File: config.mk
export PLATFORM = sky130hd
export DESIGN_NAME = cordic_rotation_engine_flat
export DESIGN_NICKNAME = d
export VERILOG_FILES = /design/src/rtl/cordic_pkg.sv /design/src/rtl/cordic_rotation_engine_if.sv /design/src/rtl/cordic_microrotation.sv /design/src/rtl/cordic_rotation_engine.sv /design/src/flat_wrapper.sv
export SDC_FILE = /design/constraint.sdc
export NUM_CORES = 1
export LEC_CHECK = 0
export BUFFER_PORTS_ARGS = -buffer_cell sky130_fd_sc_hd__buf_4
export CORE_MARGIN = 4
export CORE_UTILIZATION = 55
export CTS_CLUSTER_DIAMETER = 100
export DETAILED_ROUTE_END_ITERATION = 10
export PLACE_DENSITY = 0.82
export SLEW_MARGIN = 25
export SYNTH_ARGS = -nofsm -noshare
export SYNTH_HDL_FRONTEND = slang
export SYNTH_HIERARCHICAL = 1
export SYNTH_SLANG_ARGS = --single-unit
File: constraint.sdc
create_clock -name clk -period 6 [get_ports clk]
set_input_delay 0.6 -clock clk [delete_from_list [all_inputs] [get_ports clk]]
set_output_delay 0.6 -clock clk [all_outputs]
set_load 0.005 [all_outputs]
File: src/rtl/cordic_pkg.sv
// Shared constants, state encoding and arctangent table for the CORDIC rotation engine.
// All angle and trig values are Q2.14 (1.0 = 16384, pi/2 = 25736).
package cordic_pkg;

  localparam int DATA_W     = 16;
  localparam int HEADROOM_W = 2;

  localparam int ANGLE_PI_2 = 25736;
  localparam int ANGLE_PI   = 51472;
  localparam int CORDIC_K   = 9950;

  typedef enum logic [1:0] {
    S_IDLE,
    S_ROTATE,
    S_FINISH
  } state_t;

  // round(atan(2^-i) * 2^14); caller scales by the guard bits
  function automatic logic [DATA_W-1:0] atan_lut(input logic [3:0] idx);
    case (idx)
      4'd0:    atan_lut = 16'd12868;
      4'd1:    atan_lut = 16'd7596;
      4'd2:    atan_lut = 16'd4014;
      4'd3:    atan_lut = 16'd2037;
      4'd4:    atan_lut = 16'd1023;
      4'd5:    atan_lut = 16'd512;
      4'd6:    atan_lut = 16'd256;
      4'd7:    atan_lut = 16'd128;
      4'd8:    atan_lut = 16'd64;
      4'd9:    atan_lut = 16'd32;
      4'd10:   atan_lut = 16'd16;
      4'd11:   atan_lut = 16'd8;
      4'd12:   atan_lut = 16'd4;
      4'd13:   atan_lut = 16'd2;
      4'd14:   atan_lut = 16'd1;
      default: atan_lut = 16'd0;
    endcase
  endfunction

endpackage

File: src/rtl/cordic_rotation_engine_if.sv
// Start/done request bus of the CORDIC rotation engine.
// The requester uses the master modport, the engine uses the slave modport.
interface cordic_rotation_engine_if;
  import cordic_pkg::*;

  logic                     start;
  logic signed [DATA_W-1:0] reduced_angle;
  logic                     cos_negate;
  logic                     busy;
  logic                     done;
  logic signed [DATA_W-1:0] cos_out;
  logic signed [DATA_W-1:0] sin_out;

  modport master (
    output start, reduced_angle, cos_negate,
    input  busy, done, cos_out, sin_out
  );

  modport slave (
    input  start, reduced_angle, cos_negate,
    output busy, done, cos_out, sin_out
  );

endinterface

File: src/rtl/cordic_microrotation.sv
// One combinational CORDIC micro-rotation; the rotation direction follows the sign of z.
module cordic_microrotation
  import cordic_pkg::*;
#(
  parameter int DP_W  = 20,
  parameter int GUARD = 2
) (
  input  logic signed [DP_W-1:0] x,
  input  logic signed [DP_W-1:0] y,
  input  logic signed [DP_W-1:0] z,
  input  logic [3:0]             idx,
  output logic signed [DP_W-1:0] x_nxt,
  output logic signed [DP_W-1:0] y_nxt,
  output logic signed [DP_W-1:0] z_nxt
);

  logic signed [DP_W-1:0] x_sh;
  logic signed [DP_W-1:0] y_sh;
  logic signed [DP_W-1:0] atan_step;

  always_comb begin
    x_sh      = x >>> idx;
    y_sh      = y >>> idx;
    atan_step = DP_W'(atan_lut(idx)) <<< GUARD;
    if (!z[DP_W-1]) begin
      x_nxt = x - y_sh;
      y_nxt = y + x_sh;
      z_nxt = z - atan_step;
    end else begin
      x_nxt = x + y_sh;
      y_nxt = y - x_sh;
      z_nxt = z + atan_step;
    end
  end

endmodule

File: src/rtl/cordic_rotation_engine.sv
// Iterative rotation-mode CORDIC: one micro-rotation per clock, start/done handshake.
// Build option CORDIC_ROUND_EN: round half-up and saturate outputs instead of truncating.
//   state    | meaning
//   S_IDLE   | waiting for start, results held
//   S_ROTATE | one micro-rotation per cycle, ITER cycles
//   S_FINISH | results valid, done pulse
module cordic_rotation_engine
  import cordic_pkg::*;
#(
  parameter int ITER  = 16,
  parameter int GUARD = 2
) (
  input logic                     clk,
  input logic                     rst,
  cordic_rotation_engine_if.slave bus
);

  localparam int         DP_W = DATA_W + GUARD + HEADROOM_W;
  localparam logic [3:0] LAST = 4'(ITER - 1);

`ifdef CORDIC_ROUND_EN
  localparam logic signed [DP_W-1:0] RND    = DP_W'((GUARD > 0) ? 2 ** (GUARD - 1) : 0);
  localparam logic signed [DP_W-1:0] SAT_HI = DP_W'(16384);
  localparam logic signed [DP_W-1:0] SAT_LO = -DP_W'(16384);
`endif

  state_t                   state;
  state_t                   state_nxt;
  logic signed [DP_W-1:0]   x, y, z;
  logic signed [DP_W-1:0]   x_nxt, y_nxt, z_nxt;
  logic [3:0]               iter_cnt;
  logic                     neg;
  logic signed [DATA_W-1:0] cos_q;
  logic signed [DATA_W-1:0] sin_q;
  logic signed [DATA_W-1:0] cos_c;

  function automatic logic signed [DATA_W-1:0] conv(input logic signed [DP_W-1:0] v);
    logic signed [DP_W-1:0] r;
`ifdef CORDIC_ROUND_EN
    r = (v + RND) >>> GUARD;
    if (r > SAT_HI)      r = SAT_HI;
    else if (r < SAT_LO) r = SAT_LO;
`else
    r = v >>> GUARD;
`endif
    return r[DATA_W-1:0];
  endfunction

  cordic_microrotation #(
    .DP_W  (DP_W),
    .GUARD (GUARD)
  ) u_micro (
    .x     (x),
    .y     (y),
    .z     (z),
    .idx   (iter_cnt),
    .x_nxt (x_nxt),
    .y_nxt (y_nxt),
    .z_nxt (z_nxt)
  );

  always_ff @(posedge clk) begin
    if (rst) state <= S_IDLE;
    else     state <= state_nxt;
  end

  always_comb begin
    state_nxt = state;
    case (state)
      S_IDLE:   if (bus.start) state_nxt = S_ROTATE;
      S_ROTATE: if (iter_cnt == LAST) state_nxt = S_FINISH;
      S_FINISH: state_nxt = S_IDLE;
      default:  state_nxt = S_IDLE;
    endcase
  end

  assign cos_c = conv(x_nxt);

  // Results are registered off the last rotation so they are valid during S_FINISH.
  always_ff @(posedge clk) begin
    if (rst) begin
      x        <= '0;
      y        <= '0;
      z        <= '0;
      iter_cnt <= '0;
      neg      <= 1'b0;
      cos_q    <= '0;
      sin_q    <= '0;
    end else begin
      case (state)
        S_IDLE: begin
          if (bus.start) begin
            x        <= DP_W'(CORDIC_K) <<< GUARD;
            y        <= '0;
            z        <= DP_W'(bus.reduced_angle) <<< GUARD;
            neg      <= bus.cos_negate;
            iter_cnt <= '0;
          end
        end
        S_ROTATE: begin
          x        <= x_nxt;
          y        <= y_nxt;
          z        <= z_nxt;
          iter_cnt <= iter_cnt + 4'd1;
          if (iter_cnt == LAST) begin
            cos_q <= neg ? -cos_c : cos_c;
            sin_q <= conv(y_nxt);
          end
        end
        default: ;
      endcase
    end
  end

  assign bus.busy    = (state != S_IDLE);
  assign bus.done    = (state == S_FINISH);
  assign bus.cos_out = cos_q;
  assign bus.sin_out = sin_q;

endmodule

File: src/flat_wrapper.sv
// flat-port wrapper written by rule: the top's interface ports become plain ports
module cordic_rotation_engine_flat import cordic_pkg::*;
#(
  parameter int ITER  = 16,
  parameter int GUARD = 2
)
  (clk, rst, bus_start, bus_reduced_angle, bus_cos_negate, bus_busy, bus_done, bus_cos_out, bus_sin_out);
  cordic_rotation_engine_if bus_i ();
  input logic clk;
  input logic rst;
  input wire logic [$bits(bus_i.start)-1:0] bus_start;
  input wire logic [$bits(bus_i.reduced_angle)-1:0] bus_reduced_angle;
  input wire logic [$bits(bus_i.cos_negate)-1:0] bus_cos_negate;
  output wire logic [$bits(bus_i.busy)-1:0] bus_busy;
  output wire logic [$bits(bus_i.done)-1:0] bus_done;
  output wire logic [$bits(bus_i.cos_out)-1:0] bus_cos_out;
  output wire logic [$bits(bus_i.sin_out)-1:0] bus_sin_out;
  assign bus_i.start = bus_start;
  assign bus_i.reduced_angle = bus_reduced_angle;
  assign bus_i.cos_negate = bus_cos_negate;
  assign bus_busy = bus_i.busy;
  assign bus_done = bus_i.done;
  assign bus_cos_out = bus_i.cos_out;
  assign bus_sin_out = bus_i.sin_out;
  cordic_rotation_engine #(.ITER(ITER), .GUARD(GUARD)) u_core (.clk(clk), .rst(rst), .bus(bus_i));
endmodule
==> results of run 1 <==
==> per-stage QoR <==
| step | cells | area, um2 | hold WS (ps) | total power [mW] |
|---|---|---|---|---|
| global placement | 1441 | 10300 | 444 | 3.88 |
| global route | 1458 | 10600 | 483 | 4.95 |
| CTS | 1457 | 10600 | 457 | 4.56 |
| finish | 1458 | 10600 | 457 | 4.61 |
| floorplan | 1203 | 9690 | 453 | 3.29 |
| detailed placement | 1441 | 10300 | 447 | 3.94 |
==> critical path, stage by stage (launching register included) <==
cell       delay, ps
dfxtp_2          480
buf_4            220
mux4_2           510
o22ai_1          230
a211oi_1         120
inv_1            110
ha_1             170
and2_1           180
a31oi_1          110
xor2_1           170
ha_1             340
a2111oi_0        460
o21a_1           210
o21ai_0          110
a31oi_1          220
o21bai_1          90
a21oi_1          180
xnor2_1          140
or4_1            590
or3_1            380
o21ai_2          150
xor2_1           200
a211oi_1         100
==> what timing repair did <==
item / 4_1_cts / 5_1_grt
setup endpoints to repair: 0 / 3
endpoints found under the hold margin: 0 / 0
resized for setup: 0 / 1
==> power breakdown <==
group / switching [mW] / internal, mW / total (mW)
Clock: 0.300 / 0.291 / 0.591
Sequential: 0.209 / 0.723 / 0.932
Combinational: 1.74 / 1.35 / 3.09
==> sequential cells by signal, summed over array words and instances, names as in the netlist <==
register	flops
u_core/z	18
u_core/y	20
u_core/bus.sin_out	16
u_core/state	2
u_core/iter_cnt	4
u_core/neg	1
u_core/bus.cos_out	16
u_core/x	20
==> worst max-delay path by stage <==
stage | cells after the start | slack, ps | to | startpoint
floorplan | 24 | 460 | u_core/bus.cos_out[15] | u_core/iter_cnt[0]
global placement | 21 | 560 | u_core/bus.cos_out[15] | u_core/iter_cnt[1]
detailed placement | 21 | 380 | u_core/bus.cos_out[15] | u_core/iter_cnt[1]
CTS | 21 | 290 | u_core/bus.cos_out[14] | u_core/iter_cnt[1]
global route | 22 | 8 | u_core/bus.cos_out[14] | u_core/iter_cnt[0]
finish | 22 | 390 | u_core/bus.cos_out[14] | u_core/iter_cnt[0]
==> layout make-up <==
class | count | share of cell area
repair buffers | 81 | 0.0602
multi-input cells | 1004 | 0.691
inverters | 35 | 0.0123
clock buffers | 9 | 0.0212
flip-flops and latches | 97 | 0.183
clock inverters | 7 | 0.00576
well taps | 225 | 0.0265
==> per-layer routing <==
layer,up-vias,share of wire
li1,4483,-
met1,4413,0.42
met2,417,0.47
met3,81,0.082
met4,0,0.035
met5,-,0
==> cell usage in the layout (no fill, tap or decap), types with 16 or more instances in the layout <==
cell	n
nand2_1	146
nor2_1	117
ha_1	68
a21o_1	16
a211oi_1	25
nor3_1	29
a21oi_1	91
a31oi_1	27
xnor2_1	60
o21ai_0	48
dfxtp_1	93
a22o_1	32
inv_1	34
nand3_1	20
mux4_2	37
xor2_1	46
buf_4	79
mux2i_1	33
==> flow_summary.toml, run 1 <==
[timing]
min_period_ps = 5610
tns_ps = 0
slew_headroom = 0.280
fin_crit_sh = 0.936
finalMaxSlewViolations = 0
finalSetupViolations = 0
rsz0062_at_grt = "false"
tightestPinTransition_ps = 1070
setup_slack_ps = 386
skew_ps = 10.1
fmax_mhz = 178
hold_viol = 0

[setup_path]
timing.rr.start = "u_core/iter_cnt[0]"
critical_path_class = "flip-flop to flip-flop"
worstPathRequired_ps = 6220
r2r_cells = 22
setup.worst_path.end_class = "flip-flop"
critPathArrivalTime_ps = 5830
cp-start-kind = "flip-flop"
cp_max_fo = 9
r2r_slack_ps = 390
r2r-end = "u_core/bus.cos_out[14]"

[die]
initial_utilization = 0.560
rows = 48
die-height_um = 141
die_w_um = 141
io_pins = 54
core_area_mm2 = 0.0173
die_area_mm2 = 0.0198

[grt]
grtUsageMet1 = 0.362
grt_start_max_net_pins = 68
grt_pass1_wl_um = 44900
antenna_found_initial = 0
grt_use_met3 = 0.0431
grt_pass1_vias = 8810
grtUsageMet2 = 0.459
grt_use_total = 0.278
gr-total-overflow = 0
busiest_layer = "met2"

[place]
pre_cts_ws_ps = 381
io_buffers = 53
hpwl_um = 20600
gp_congestion = 0.958

[pwr]
p_leak_nw = 4.26
powerDensity_mw_per_mm2 = 434
ir_worst_vdd_uv = 308

[route]
routed-via-count = 9394
vias_per_cell = 6.44
firstDrtPassIters = 5
routedWlPerCell_um = 19.3
drc = 0
ant_nets = 0
routed_wl_um = 28100
drtIter0Drc = 1060

[synthesis]
synth_area_per_cell_um2 = 8.06
synth_cells = 1203
synth_area_mm2 = 0.00969
synthesis.nets = 1294
synth_warnings = 6

[hold_path]
min_path_cells = 2
min_from = "u_core/bus.sin_out[15]"
whs_endpoint = "u_core/bus.sin_out[15]"
min-delay-path-class = "flip-flop to flip-flop"

[layout]
area_growth_syn_to_layout_pct = 9.77
num_antenna_cells = 0
regArea_mm2 = 0.00195
layout.nets = 1319
drive_above_1_share = 0.144
fillCellCount = 1542
multi_input_area_mm2 = 0.00735
post-route-util = 0.615

[clock_network]
clock-sinks = 97
root_buffer = "clkbuf_16"
cts_made_buffers = 9
postCtsSetupBuffers = 0
clk_pin_slew_worst_paths_ps = 70
worstSkewPairLatency_ps = 370
clockBufferDepth = 2
cts_tree = "done"
htreeDepth = 3
holdBufCountCts = 0

[flow_run]
drv_cap = 0

[outcome]
status = "finished clean"
Power figures use the tool's default switching activity.
==> run 2: changes to the inputs <==
--- a/config.mk
+++ b/config.mk
@@ -5,6 +5,7 @@
 export SDC_FILE = /design/constraint.sdc
 export NUM_CORES = 1
 export LEC_CHECK = 0
+export ABC_AREA = 1
 export BUFFER_PORTS_ARGS = -buffer_cell sky130_fd_sc_hd__buf_4
 export CORE_MARGIN = 4
 export CORE_UTILIZATION = 55
==> run 2 against run 1 <==
Net effect: critical path type unchanged; register-to-register slack better by 750 ps; worst setup slack better by 750 ps; global-route usage is 0.46 points higher; sequential share of layout area hardly changed; design area is 0.45% lower; clock skew is 2.1 ps higher; via count is 15% higher; first-iteration DRC count is 11% higher; worst hold slack better by 41 ps; total power is 37% higher.
==> flow_summary.toml, run 2 <==
[place]
io_buffers = 53
gp_congestion = 1.02
hpwl_um = 21600
pre_cts_ws_ps = 1250
placed_cell_area_mm2 = 0.0103

[setup_path]
cp_max_fo = 42
cpPeakStageDelay_ps = 730
critical_path_class = "flip-flop to flip-flop"
worstPathRequired_ps = 6260
cp-start-kind = "flip-flop"
cpMostUsedCell = "nand2_1"
r2r_cells = 29
slowest_stage = "dfxtp_1"
critPathArrivalTime_ps = 5120
r2r_slack_ps = 1140
setup.worst_path.end_class = "flip-flop"

[route]
routed-via-count = 10800
drtIter0Drc = 1175
wl_met2_um = 12700
ant_nets = 0
dr_wl_met3_um = 2510
routed.top_layer = "met4"
met1_length_um = 13200
vias_per_cell = 5.92
firstDrtPassIters = 6
routed_wl_um = 29000
drc = 0
routedWlPerCell_um = 15.9

[timing]
holdWs_ps = 497
skew_ps = 12.3
finalMaxSlewViolations = 0
rsz0062_at_grt = "false"
fmax_mhz = 206
tns_ps = 0
slew_headroom = 0.504
min_period_ps = 4860
fin_crit_sh = 0.810
tightestPinTransition_ps = 742
hold_viol = 0
setup_slack_ps = 1140
finalSetupViolations = 0

[layout]
final_cell_mix = "426 x nand2_1, 223 x nand3_1, 120 x inv_1, 110 x nor2_1, 101 x o21ai_0"
post-route-util = 0.604
fillCellCount = 1748
drive_above_1_share = 0.0974
num_antenna_cells = 0
final_common_cell = "nand2_1"
area_growth_syn_to_layout_pct = 6.53
postLayoutCellArea_mm2 = 0.0106
reg_top3 = "u_core/x: 20 flops, u_core/y: 20 flops, u_core/z: 18 flops"
layout.nets = 1689

[die]
core_area_mm2 = 0.0175
die-height_um = 142
die_w_um = 142
rows = 48
die_area_mm2 = 0.0203
initial_utilization = 0.567
io_pins = 54

[grt]
grt_pass1_vias = 9604
gr-total-overflow = 0
grt_start_max_net_pins = 75
antenna_found_initial = 0
grt_pass1_wl_um = 47400
grt_use_total = 0.283

[synthesis]
synth_area_per_cell_um2 = 6.23
synth_warnings = 6
synth_area_mm2 = 0.00994
synth_cells = 1595
synthesis.nets = 1686

[clock_network]
clockBufferDepth = 2
worstSkewPairLatency_ps = 360
htreeDepth = 3
root_buffer = "clkbuf_16"
cts_tree = "done"
cts_resized = 0
holdBufCountCts = 0
cts_made_buffers = 9
postCtsSetupBuffers = 0
clk_pin_slew_worst_paths_ps = 80
clock-sinks = 97

[flow_run]
drv_cap = 0

[pwr]
powerDensity_mw_per_mm2 = 597
ir_worst_vdd_uv = 446
p_leak_nw = 5.39

[hold_path]
min_path_cells = 3
min-delay-path-class = "input port to flip-flop"

[outcome]
status = "finished clean"
==> run 2: per-layer routing <==
layer  up-vias  global-route usage
met1      4943               0.407
li1       5329                   -
met2       499               0.440
met4         0              0.0705
met5         -                   0
met3        50              0.0477
==> run 2: path summary, 6_finish.rpt <==
kind,start,endpoint
setup / recovery,u_core/iter_cnt[0],u_core/bus.cos_out[15]
hold / removal,bus_cos_negate,u_core/neg
setup reg to reg,u_core/iter_cnt[0],u_core/bus.cos_out[15]
hold reg to reg,u_core/bus.cos_out[6],u_core/bus.cos_out[6]
==> run 2: power by group <==
group	switching, mW	internal [mW]
clock	0.284	0.324
combinational	3.20	1.59
sequential	0.177	0.755
==> run 2: layout make-up <==
type / count / area [um2] / share of cell area
multi-input combinational: 1285 / 7040 / 0.665
sequential: 97 / 1940 / 0.183
inverter: 141 / 537 / 0.0507
timing repair buffer: 64 / 500 / 0.0472
tap: 225 / 282 / 0.0266
clock buffer: 9 / 225 / 0.0213
clock inverter: 6 / 66.3 / 0.00626
==> run 2: worst max-delay path, delay by kind of cell, from the launching register on <==
family	cells	cell delay [ps]
and+or+nand+nor	16	1620
DFF	1	730
adders and majority gates	2	570
AOI/OAI and AO/OA	5	900
xor gates and xnor gates	2	370
buffers and inverters	4	560
==> run 2: metrics by stage <==
| stage | instances | power, mW |
|---|---|---|
| floorplan | 1595 | 4.51 |
| global placement | 1811 | 5.49 |
| detailed placement | 1811 | 5.53 |
| CTS | 1826 | 6.17 |
| global route | 1827 | 6.91 |
| finish | 1827 | 6.32 |
